**src/rtl/uart_alu_pkg.sv**
```systemverilog
// Shared definitions for the UART ALU calculator: datapath widths, the
// transmit-controller state encoding and a byte-lane helper.
package uart_alu_pkg;

   localparam int unsigned RESULT_W = 16;
   localparam int unsigned BYTE_W   = 8;

   typedef enum logic [3:0] {
      TX_IDLE      = 4'd0,
      TX_START     = 4'd1,
      TX_WAIT_ACK  = 4'd2,
      TX_WAIT_DONE = 4'd3
   } tx_state_e;

   function automatic logic [BYTE_W-1:0] select_byte(input logic [RESULT_W-1:0] value,
                                                     input logic              upper);
      return upper ? value[RESULT_W-1:BYTE_W] : value[BYTE_W-1:0];
   endfunction

endpackage

```
**src/rtl/tx_controller.sv**
```systemverilog
// Serialises a 16-bit ALU result as two bytes to the UART transmitter using a
// start/busy handshake, with a one-deep pending slot for results arriving mid-send.
module tx_controller
   import uart_alu_pkg::*;
#(
   parameter int unsigned MSB_FIRST   = 0,
   parameter int unsigned ACK_TIMEOUT = 16
) (
   input  logic                clk,
   input  logic                reset,
   input  logic                send_result,
   input  logic [RESULT_W-1:0] alu_result,
   input  logic                tx_busy,
   output logic                tx_start,
   output logic [BYTE_W-1:0]   tx_data,
   output logic                tx_active,
   output logic                ack_error
);

   localparam logic       MSB_SEL  = (MSB_FIRST != 0);
   localparam logic [7:0] ACK_LAST = 8'(ACK_TIMEOUT - 1);

   tx_state_e           state_q, state_d;
   logic [RESULT_W-1:0] result_q, result_d;
   logic [RESULT_W-1:0] pending_q, pending_d;
   logic                pending_valid, pending_valid_d;
   logic                byte_idx, byte_idx_d;
   logic [7:0]          cnt_q, cnt_d;
   logic                ack_error_d;
   logic                byte_done;

   always_comb begin
      state_d         = state_q;
      result_d        = result_q;
      pending_d       = pending_q;
      pending_valid_d = pending_valid;
      byte_idx_d      = byte_idx;
      cnt_d           = cnt_q;
      ack_error_d     = ack_error;
      byte_done       = 1'b0;

      if (send_result && (state_q != TX_IDLE || pending_valid)) begin
         pending_d       = alu_result;
         pending_valid_d = 1'b1;
      end

      case (state_q)
         // IDLE shares the end-of-result path so a request launches identically
         // whether it arrives while idle or on the final byte's exit.
         TX_IDLE:      byte_done = 1'b1;
         TX_START: begin
            state_d = TX_WAIT_ACK;
            cnt_d   = '0;
         end
         TX_WAIT_ACK: begin
            if (tx_busy) begin
               state_d = TX_WAIT_DONE;
            end else if (cnt_q == ACK_LAST) begin
               ack_error_d = 1'b1;
               byte_done   = 1'b1;
            end else begin
               cnt_d = cnt_q + 8'd1;
            end
         end
         TX_WAIT_DONE: byte_done = !tx_busy;
         default:      state_d = TX_IDLE;
      endcase

      if (byte_done) begin
         if (state_q != TX_IDLE && !byte_idx) begin
            byte_idx_d = 1'b1;
            state_d    = TX_START;
         end else if (pending_valid) begin
            // A request landing in this same cycle stays pending behind this one.
            result_d        = pending_q;
            pending_valid_d = send_result;
            byte_idx_d      = 1'b0;
            state_d         = TX_START;
         end else if (send_result) begin
            result_d        = alu_result;
            pending_valid_d = 1'b0;
            byte_idx_d      = 1'b0;
            state_d         = TX_START;
         end else begin
            state_d = TX_IDLE;
         end
      end
   end

   always_ff @(posedge clk) begin
      if (reset) begin
         state_q       <= TX_IDLE;
         result_q      <= '0;
         pending_q     <= '0;
         pending_valid <= 1'b0;
         byte_idx      <= 1'b0;
         cnt_q         <= '0;
         ack_error     <= 1'b0;
         tx_start      <= 1'b0;
         tx_data       <= '0;
         tx_active     <= 1'b0;
      end else begin
         state_q       <= state_d;
         result_q      <= result_d;
         pending_q     <= pending_d;
         pending_valid <= pending_valid_d;
         byte_idx      <= byte_idx_d;
         cnt_q         <= cnt_d;
         ack_error     <= ack_error_d;
         tx_start      <= (state_d == TX_START);
         tx_active     <= (state_d != TX_IDLE) || pending_valid_d;
         if (state_d == TX_START) begin
            tx_data <= select_byte(result_d, byte_idx_d ^ MSB_SEL);
         end
      end
   end

endmodule

```
**config.mk**
```make
export PLATFORM = sky130hd
export DESIGN_NAME = tx_controller
export DESIGN_NICKNAME = d
export VERILOG_FILES = /design/src/rtl/uart_alu_pkg.sv /design/src/rtl/tx_controller.sv
export SDC_FILE = /design/constraint.sdc
export NUM_CORES = 1
export LEC_CHECK = 0
export ABC_AREA = 1
export CORE_MARGIN = 5
export CORE_UTILIZATION = 35
export DETAILED_ROUTE_END_ITERATION = 10
export GPL_TIMING_DRIVEN = 0
export HOLD_SLACK_MARGIN = 0.02
export PLACE_DENSITY = 0.62
export SYNTH_ARGS = -nofsm -noshare
export SYNTH_HDL_FRONTEND = slang
export SYNTH_SLANG_ARGS = --single-unit
```
**constraint.sdc**
```tcl
create_clock -name clk -period 1.5 [get_ports clk]
set_clock_uncertainty 0.05 [all_clocks]
set_input_delay 0.3 -clock clk [delete_from_list [all_inputs] [get_ports clk]]
set_output_delay 0.3 -clock clk [all_outputs]
set_load 0.01 [all_outputs]
```
; ---- After elaboration in Yosys (flattened, before gate mapping)
; Index checks and enable logic that the tools add are counted.
[op_classes]
n_reduce_logical = 13
eq_ne = 7
n_div = 0
n_addsub = 1
shift = 0
n_bitwise = 1
n_lt_le_gt_ge = 0
n_mul = 0
n_mux = 26
[ops]
columns = cell, count
row1 = 2-to-1 mux 16 bit, 4
row2 = 2-to-1 mux 8 bit, 3
row3 = one-hot mux 8 bit (2 select lines), 1
row4 = 2-to-1 mux 1 bit, 14
row5 = one-hot mux 4 bit (3 select lines), 1
row6 = adder 8 x 1 -> 8 bit (second input constant), 1
row7 = == test 4 x 1 -> 1 bit (second input constant), 2
row8 = == test 4 x 2 -> 1 bit (second input constant), 2
row9 = == test 8 x 4 -> 1 bit (second input constant), 1
row10 = 2-to-1 mux 4 bit, 2
row11 = nonzero test 4 bit, 2
row12 = AND reduction 3 bit, 2
row13 = zero test 4 bit, 1
row14 = inequality test 2 bit (second input constant), 2
row15 = one-hot mux 1 bit (3 select lines), 1
row16 = logical AND 1 bit, 2
row17 = zero test 1 bit, 2
row18 = logical OR 1 bit, 2
row19 = nonzero test 2 bit, 1
row20 = OR reduction 2 bit, 1
row21 = inverter 1 bit, 1
[word_totals]
register_bits = 57
latch_bits = 0
word_cells = 58
ram_bits = 0
input_bits = 20
memories = 0
rom_bits = 0

; ---- Depth between registers and ports, before layout
; Gate-level depths: netlist of run 1.
[depth]
depth_word = 9
mapped_depth = 14
mapped_depth_nobuf = 13

; ---- Worst setup path after synthesis of run 1
; No wires, ideal clock.
[synth_timing]
path_type = register -> register
from = reg cnt_q[0]
to = reg tx_data[7]
synth_period_minus_slack_ns = 1.627
arrival_ns = 1.462
path_buffers = 1
setup_time_ns = 0.115
path_stages_with_launch = 11
path_slack_ns = -0.127
cell_sequence = dfxtp_1 > ha_1 > nand2_1 > nor2_2 > nand2_4 > nand2_4 > nand2_2 > inv_4 > buf_6 > nand3_1 > and2_1
[synth_between]
elab_chain_cells = 6
[synth_rtl]
columns = element, line_no
row1 = start: declaration, tx_controller.sv:28  ; logic [7:0] cnt_q, cnt_d;
row2 = start signal: assignment, tx_controller.sv:108  ; cnt_q <= cnt_d;
row3 = == test 8 x 4 -> 1 bit (*), tx_controller.sv:58  ; end else if (cnt_q == ACK_LAST) begin
row4 = 2-to-1 mux 1 bit (*), tx_controller.sv:58
row5 = 2-to-1 mux 1 bit (*), tx_controller.sv:56  ; if (tx_busy) begin
row6 = one-hot mux 1 bit (3 select lines) (*), tx_controller.sv:47  ; case (state_q)
row7 = "2-to-1 mux 4 bit, or another cell as far along", tx_controller.sv:69  ; if (byte_done) begin
row8 = == test 4 x 1 -> 1 bit or 2-to-1 mux 8 bit (tied branches), "tx_controller.sv:112, uart_alu_pkg.sv:17"
row9 = end signal: assignment, tx_controller.sv:113  ; tx_data <= select_byte(result_d, byte_idx_d ^ MSB_SEL);
row10 = end: declaration, tx_controller.sv:15  ; output logic [BYTE_W-1:0] tx_data,
; Mark *: on every way between the ends. The rest lies on a longest branch, timed or not.
; A chain may end at the register's enable or synchronous reset.

; ---- Worst setup path after layout of run 1
[layout_timing]
from = reg state_q[2]
to = reg tx_data[0]
[layout_between]
elab_chain_cells = 5
[layout_rtl]
columns = element, line_no
row1 = start: declaration, tx_controller.sv:23  ; tx_state_e state_q, state_d;
row2 = start signal: assignment, tx_controller.sv:103  ; state_q <= state_d;
row3 = "== test 4 x 2 -> 1 bit, or another cell as far along", tx_controller.sv:47
row4 = OR reduction 2 bit (no line) or logical AND 1 bit (tied branches), --
row5 = "one-hot mux 4 bit (3 select lines), or another cell as far along", tx_controller.sv:47
row6 = "2-to-1 mux 4 bit, or another cell as far along", tx_controller.sv:69
row7 = == test 4 x 1 -> 1 bit or 2-to-1 mux 8 bit (tied branches), "tx_controller.sv:112, uart_alu_pkg.sv:17"
; Parallel ways exist; a longest one is shown, timed or not.

==> impl_metrics.py, run 1 <==
metrics = {
    "power": {
        "irDropWorstVdd_mv": 0.566,
        "pwr-share-seq": 0.438,
        "power_density_mw_per_mm2": 828,
        "clockPowerShare": 0.382,
        "switchingPower_uw": 1010,
        "power_frac_comb": 0.180,
        "total_power_uw": 3700,
        "power.internal_uw": 2690,
        "switching_share": 0.274,
        "p_leak_uw": 0.00207,
    },
    "routing": {
        "ant_nets": 0,
        "num_vias": 3210,
        "drc": 0,
        "initialDrtViolationCount": 156,
        "wl_per_cell_um": 13.1,
        "first_pass_iters": 5,
        "vias_per_cell": 4.81,
        "routed_wirelength_um": 8740,
    },
    "clock_network": {
        "cts_tree": "yes",
        "numCtsBuffers": 9,
        "cts_buffer_depth": 2,
        "clk_pin_slew_ns": 0.06,
        "cts_sinks": 57,
        "cts_root_buffer": "clkbuf_8",
        "htreeDepth": 3,
        "clkLatencyLatePin_ns": 0.34,
        "hold_buffers": 0,
    },
    "floorplanning": {
        "die_w_um": 104,
        "die_h_um": 104,
        "num_rows": 34,
        "die_area_sq_mm": 0.0108,
        "fp.coreArea_sq_mm": 0.00864,
        "boundaryPins": 31,
        "initial_core_util": 0.356,
    },
    "place": {
        "portBuffers": 29,
        "placed_cells": 622,
        "place_congestion": 0.907,
        "dp.final_hpwl_um": 5800,
    },
    "synth": {
        "synth_ff_type": "dfxtp_1",
        "yosysSeqAreaShare": 0.371,
        "yosysWarnings": 0,
        "synth.distinct_cells": 34,
        "syn_area_sq_mm": 0.00308,
        "syn_avg_cell_area_sq_um": 6.35,
        "syn_inst": 484,
        "synth-edff-count": 0,
        "ys_seq_elements": 57,
        "synthArstFlopShare": 0,
    },
    "sta": {
        "slew_violations": 0,
        "min_period_over_period": 1.12,
        "worst_slack_ns": -0.175,
        "hold_ws_ns": 0.238,
        "slew_headroom": 0.548,
        "min_period_ns": 1.67,
        "fin_setup_tns_ns": -3.17,
        "rsz0062_at_grt": "yes",
        "fmax_mhz": 597,
        "setup_viol": 35,
        "final-hold-violation-count": 0,
        "tightest_slew_ns": 0.679,
    },
    "layout": {
        "fill_cells": 829,
        "drive_above_1_share": 0.308,
        "area_growth_pct": 45.2,
        "layout_commonest_cell": "nand2_1",
        "antenna_cells": 0,
        "final_cell_mix": "nand2_1 (175), dfxtp_1 (48), nor2_1 (42)",
        "stdcell_count": 667,
        "nNetsFinal": 575,
        "final_core_util": 0.517,
    },
    "grt": {
        "grt_pass1_vias": 3005,
        "overflow": 0,
        "antenna_found_initial": 0,
        "grt_pass1_wl_um": 13600,
        "grtUsageMet2": 0.242,
        "busiest_layer": "met2",
        "grt_use_met1": 0.186,
        "grt_max_degree": 17,
        "grt.total_usage": 0.150,
        "met3_usage": 0.0348,
    },
    "hold_path": {
        "hp-class": "input pin to flip-flop",
        "min_from": "reset",
        "whs_path_depth": 2,
        "whs_endpoint": "cnt_q[6]$_SDFFE_PP0P_",
    },
    "run": {
        "maxCapViolations": 0,
    },
    "critical_path": {
        "timing_worst_setup_path_type": "flip-flop to flip-flop",
        "cp.required_ns": 1.69,
        "cp.arrival_ns": 1.86,
        "r2r-start": "state_q[2]$_SDFF_PP0_",
        "reg2regPathDepth": 11,
        "crit_path_end_kind": "flip-flop",
        "rr_endpoint": "tx_data[0]$_SDFFE_PP0N_",
        "crit_path_start_kind": "flip-flop",
        "path_max_fanout": 6,
        "rrSetupSlack_ns": -0.17,
    },
    "status": {
        "violations": "setup timing",
        "status": "finished with violations",
    },
}
## power groups by stage
stage	clock, uW	combinational, uW	sequential (uW)
after floorplan	0	303	1650
after global placement	0	477	1650
after detailed placement	0	480	1660
after CTS	1450	538	1620
after global routing	1510	732	1630
final	1410	664	1620
## repair_timing
item | in CTS | in global routing
resized for setup | 71 | 109
cloned | 2 | 2
setup endpoints to repair | 63 | 54
pin swaps | 18 | 36
buffers inserted | 16 | 11
## state kept, by name, indices dropped and copies added (netlist names), 4 cells and up
name / count
state_q: 4
result_q: 16
tx_data: 8
pending_q: 16
cnt_q: 8
## metrics by stage
| stage | setup slack [ns] | cell area, sq um |
|---|---|---|
| after detailed placement | -0.670 | 3530 |
| final | -0.175 | 4470 |
| after CTS | -0.170 | 4020 |
| after global routing | -0.269 | 4470 |
| after floorplan | -0.0413 | 3110 |
| after global placement | -0.663 | 3530 |
## cell usage after synthesis (2+ instances only)
cell / n / area (sq um)
a21oi_1: 25 / 125
o21a_1: 8 / 60.1
inv_2: 2 / 7.51
nor3_1: 2 / 10.0
dfxtp_1: 57 / 1140
nor2_1: 47 / 176
nor2_4: 2 / 22.5
xnor2_1: 2 / 17.5
inv_1: 22 / 82.6
buf_1: 2 / 7.51
clkinv_1: 2 / 7.51
buf_4: 2 / 15.0
buf_2: 7 / 35.0
o21ai_0: 18 / 90.1
nand2_4: 3 / 33.8
xor2_1: 2 / 17.5
clkbuf_1: 8 / 30.0
nand2_2: 5 / 31.3
nand4_1: 2 / 12.5
nand2_1: 200 / 751
nand3_1: 48 / 240
o211ai_1: 2 / 15.0
o21ai_2: 2 / 17.5
inv_4: 2 / 12.5
nand3_4: 2 / 35.0
buf_6: 2 / 22.5
## cell families (layout without fill, tap and decap cells)
kind of cell | after synthesis | after routing | synth area share
XOR/XNOR | 4 | 4 | 0.0114
AND/OR/NAND/NOR | 314 | 315 | 0.433
AO/OA/AOI/OAI | 58 | 58 | 0.107
other | 1 | 2 | 0.00122
buffers and inverters | 49 | 122 | 0.0716
flip-flops | 57 | 57 | 0.371
adder cells (fa/ha/maj) | 1 | 1 | 0.00407
## worst max-delay path: stages (launching register included)
cell,delay [ns]
dfxtp_2,0.32
nor2_4,0.21
nand3_4,0.19
nand2_4,0.14
inv_8,0.05
buf_4,0.14
nand3_1,0.13
nand2_1,0.09
nand2_1,0.07
nand3_1,0.07
nand2_1,0.07
inv_1,0.03
## worst max path at each step
stage                                         end             startpoint  slack (ns)
after global placement    tx_data[2]$_SDFFE_PP0N_                tx_busy       -0.66
final                     tx_data[0]$_SDFFE_PP0N_  state_q[2]$_SDFF_PP0_       -0.17
after CTS                 tx_data[2]$_SDFFE_PP0N_  state_q[3]$_SDFF_PP0_       -0.17
after detailed placement  tx_data[2]$_SDFFE_PP0N_            send_result       -0.67
after floorplan           tx_data[7]$_SDFFE_PP0N_  state_q[2]$_SDFF_PP0_       -0.04
after global routing      tx_data[4]$_SDFFE_PP0N_  state_q[2]$_SDFF_PP0_       -0.27
## layout make-up
type,instances,area (sq um),share of cell area
Sequential cell,57,1160,0.260
Inverter,28,133,0.0297
Timing Repair Buffer,58,576,0.129
Tap cell,108,135,0.0303
Multi-Input combinational cell,380,2090,0.469
Clock inverter,3,40.0,0.00896
Buffer,20,180,0.0403
Clock buffer,13,149,0.0333
## per-layer routing
metal	wire length, um	vias to the layer above
li1	-	1686
met1	3940	1435
met2	4190	63
met3	293	26
met4	317	0
met5	0	-
Power figures use the tool's default switching activity.
==> run 2: changes to the inputs <==
CORE_UTILIZATION = 51   (was 35)
PLACE_DENSITY = 0.83   (was 0.62)
==> impl_metrics.py, run 2 (synthesis gave the netlist of run 1 again) <==
metrics = {
    "power": {
        "irDropWorstVdd_mv": 0.599,
        "pwr-share-seq": 0.445,
        "power_density_mw_per_mm2": 824,
        "p_leak_uw": 0.00206,
        "power_frac_comb": 0.195,
        "switching_share": 0.297,
        "switchingPower_uw": 1090,
        "clockPowerShare": 0.360,
        "power.internal_uw": 2570,
    },
    "layout": {
        "final_cell_mix": "nand2_1 (171), dfxtp_1 (51), nor2_1 (44)",
        "drive_above_1_share": 0.300,
        "regArea_sq_mm": 0.00115,
        "top_regs": "pending_q (16), result_q (16)",
        "nNetsFinal": 573,
        "antenna_cells": 0,
        "multi_input_area_sq_mm": 0.00213,
        "area_growth_pct": 44.4,
        "final_core_util": 0.754,
        "layout_commonest_cell": "nand2_1",
        "fill_cells": 379,
    },
    "sta": {
        "slew_violations": 0,
        "min_period_ns": 1.78,
        "worst_slack_ns": -0.277,
        "slew_headroom": 0.531,
        "fmax_mhz": 563,
        "min_period_over_period": 1.18,
        "rsz0062_at_grt": "yes",
        "final-hold-violation-count": 0,
        "fin_setup_tns_ns": -5.76,
        "tightest_slew_ns": 0.703,
        "setup_viol": 49,
    },
    "floorplanning": {
        "die_area_sq_mm": 0.00768,
        "die_w_um": 87.7,
        "boundaryPins": 31,
        "initial_core_util": 0.523,
        "num_rows": 28,
        "die_h_um": 87.7,
        "fp.coreArea_sq_mm": 0.00589,
    },
    "place": {
        "dp.final_hpwl_um": 5500,
        "place_congestion": 0.857,
        "portBuffers": 29,
    },
    "routing": {
        "wl_per_cell_um": 16.8,
        "num_vias": 3624,
        "drc": 0,
        "first_pass_iters": 6,
        "routed_wirelength_um": 10600,
        "vias_per_cell": 5.73,
        "initialDrtViolationCount": 513,
        "ant_nets": 0,
    },
    "clock_network": {
        "clk_pin_slew_ns": 0.07,
        "cts_root_buffer": "clkbuf_8",
        "cts_sinks": 57,
        "cts_buffer_depth": 2,
        "cts_tree": "yes",
        "htreeDepth": 3,
        "numCtsBuffers": 9,
        "clkLatencyLatePin_ns": 0.35,
    },
    "critical_path": {
        "crit_path_end_kind": "flip-flop",
        "crit_path_start_kind": "flip-flop",
        "timing_worst_setup_path_type": "flip-flop to flip-flop",
        "cp.arrival_ns": 2.02,
        "cp.required_ns": 1.74,
        "path_max_fanout": 5,
    },
    "grt": {
        "grt_pass1_vias": 3039,
        "grt_use_met1": 0.274,
        "grtUsageMet2": 0.378,
        "busiest_layer": "met2",
        "antenna_found_initial": 0,
        "met3_usage": 0.0405,
        "grt.total_usage": 0.226,
        "grt_pass1_wl_um": 13800,
        "overflow": 0,
        "grt_max_degree": 17,
    },
    "status": {
        "violations": "setup timing",
        "status": "finished with violations",
    },
    "run": {
        "maxCapViolations": 0,
    },
    "hold_path": {
        "hp-class": "input pin to flip-flop",
    },
}
==> run 2: changes by cell type in the layout (fill, tap and decap cells not counted), moves of 3 or more <==
cell,change
nor2_2,-3
nand3_1,+5
dfxtp_4,-3
buf_6,+3
dfxtp_1,+3
nand2_1,-4
nand2_2,+5
nand2_4,-4
nand2_8,+3
buf_4,-4
nand3_2,-7
==> run 2: final timing paths <==
path	start	to	slack, ns	depth (start not counted)
hold / removal	reset	cnt_q[6]$_SDFFE_PP0P_	0.39	2
setup reg to reg	state_q[2]$_SDFF_PP0_	tx_data[1]$_SDFFE_PP0N_	-0.28	10
hold reg to reg	ack_error$_SDFFE_PP0P_	ack_error$_SDFFE_PP0P_	0.40	2
setup / recovery	state_q[2]$_SDFF_PP0_	tx_data[1]$_SDFFE_PP0N_	-0.28	10
==> run 2: metal layers <==
metal / share of wire / routed length, um / vias to the layer above
met1: 0.38 / 4000 / 1645
met3: 0.076 / 807 / 76
li1: - / - / 1685
met5: 0 / 0 / -
met4: 0.060 / 640 / 0
met2: 0.49 / 5160 / 218
==> run 2: critical path, cell delays in order, from the launching register on <==
cell and delay [ns]:
dfxtp_2 0.33, nor2_4 0.20, nand3_4 0.13, buf_12 0.16, a21oi_2 0.25, nand2_4 0.15, nand2_4 0.14, nand2_2 0.08
nand3_1 0.10, nand2_1 0.07, inv_1 0.05
==> run 2: repair_timing <==
action,CTS,global route
setup buffers,16,6
endpoints found under the setup margin,63,54
pin swaps,16,45
resized for setup,71,111
cloned,2,4
hold buffers,0,0
==> run 2: final cells by class <==
cell class,instances,share of cell area
sequential,57,0.259
clock inverter,3,0.00338
tap,75,0.0211
inverter,28,0.0304
clock buffer,13,0.0358
multi-input combinational,380,0.480
buffer,20,0.0394
timing repair buffer,56,0.131
==> run 2: through the flow <==
stage	setup WS, ns	hold slack, ns	total power [uW]	instances	area (sq um)
4_1_cts	-0.157	0.355	3480	622	3990
3_3_place_gp	-0.608	0.393	2120	589	3490
5_1_grt	-0.345	0.420	3770	632	4440
3_5_place_dp	-0.629	0.394	2130	589	3490
2_1_floorplan	-0.0413	0.382	1960	485	3110
6_report	-0.277	0.391	3660	632	4440
==> run 2: power groups by stage <==
stage | clock, uW | sequential (uW) | combinational, uW
floorplan | 0 | 1650 | 303
global placement | 0 | 1650 | 466
detailed placement | 0 | 1660 | 474
CTS | 1300 | 1620 | 555
global route | 1370 | 1630 | 766
finish | 1320 | 1630 | 714
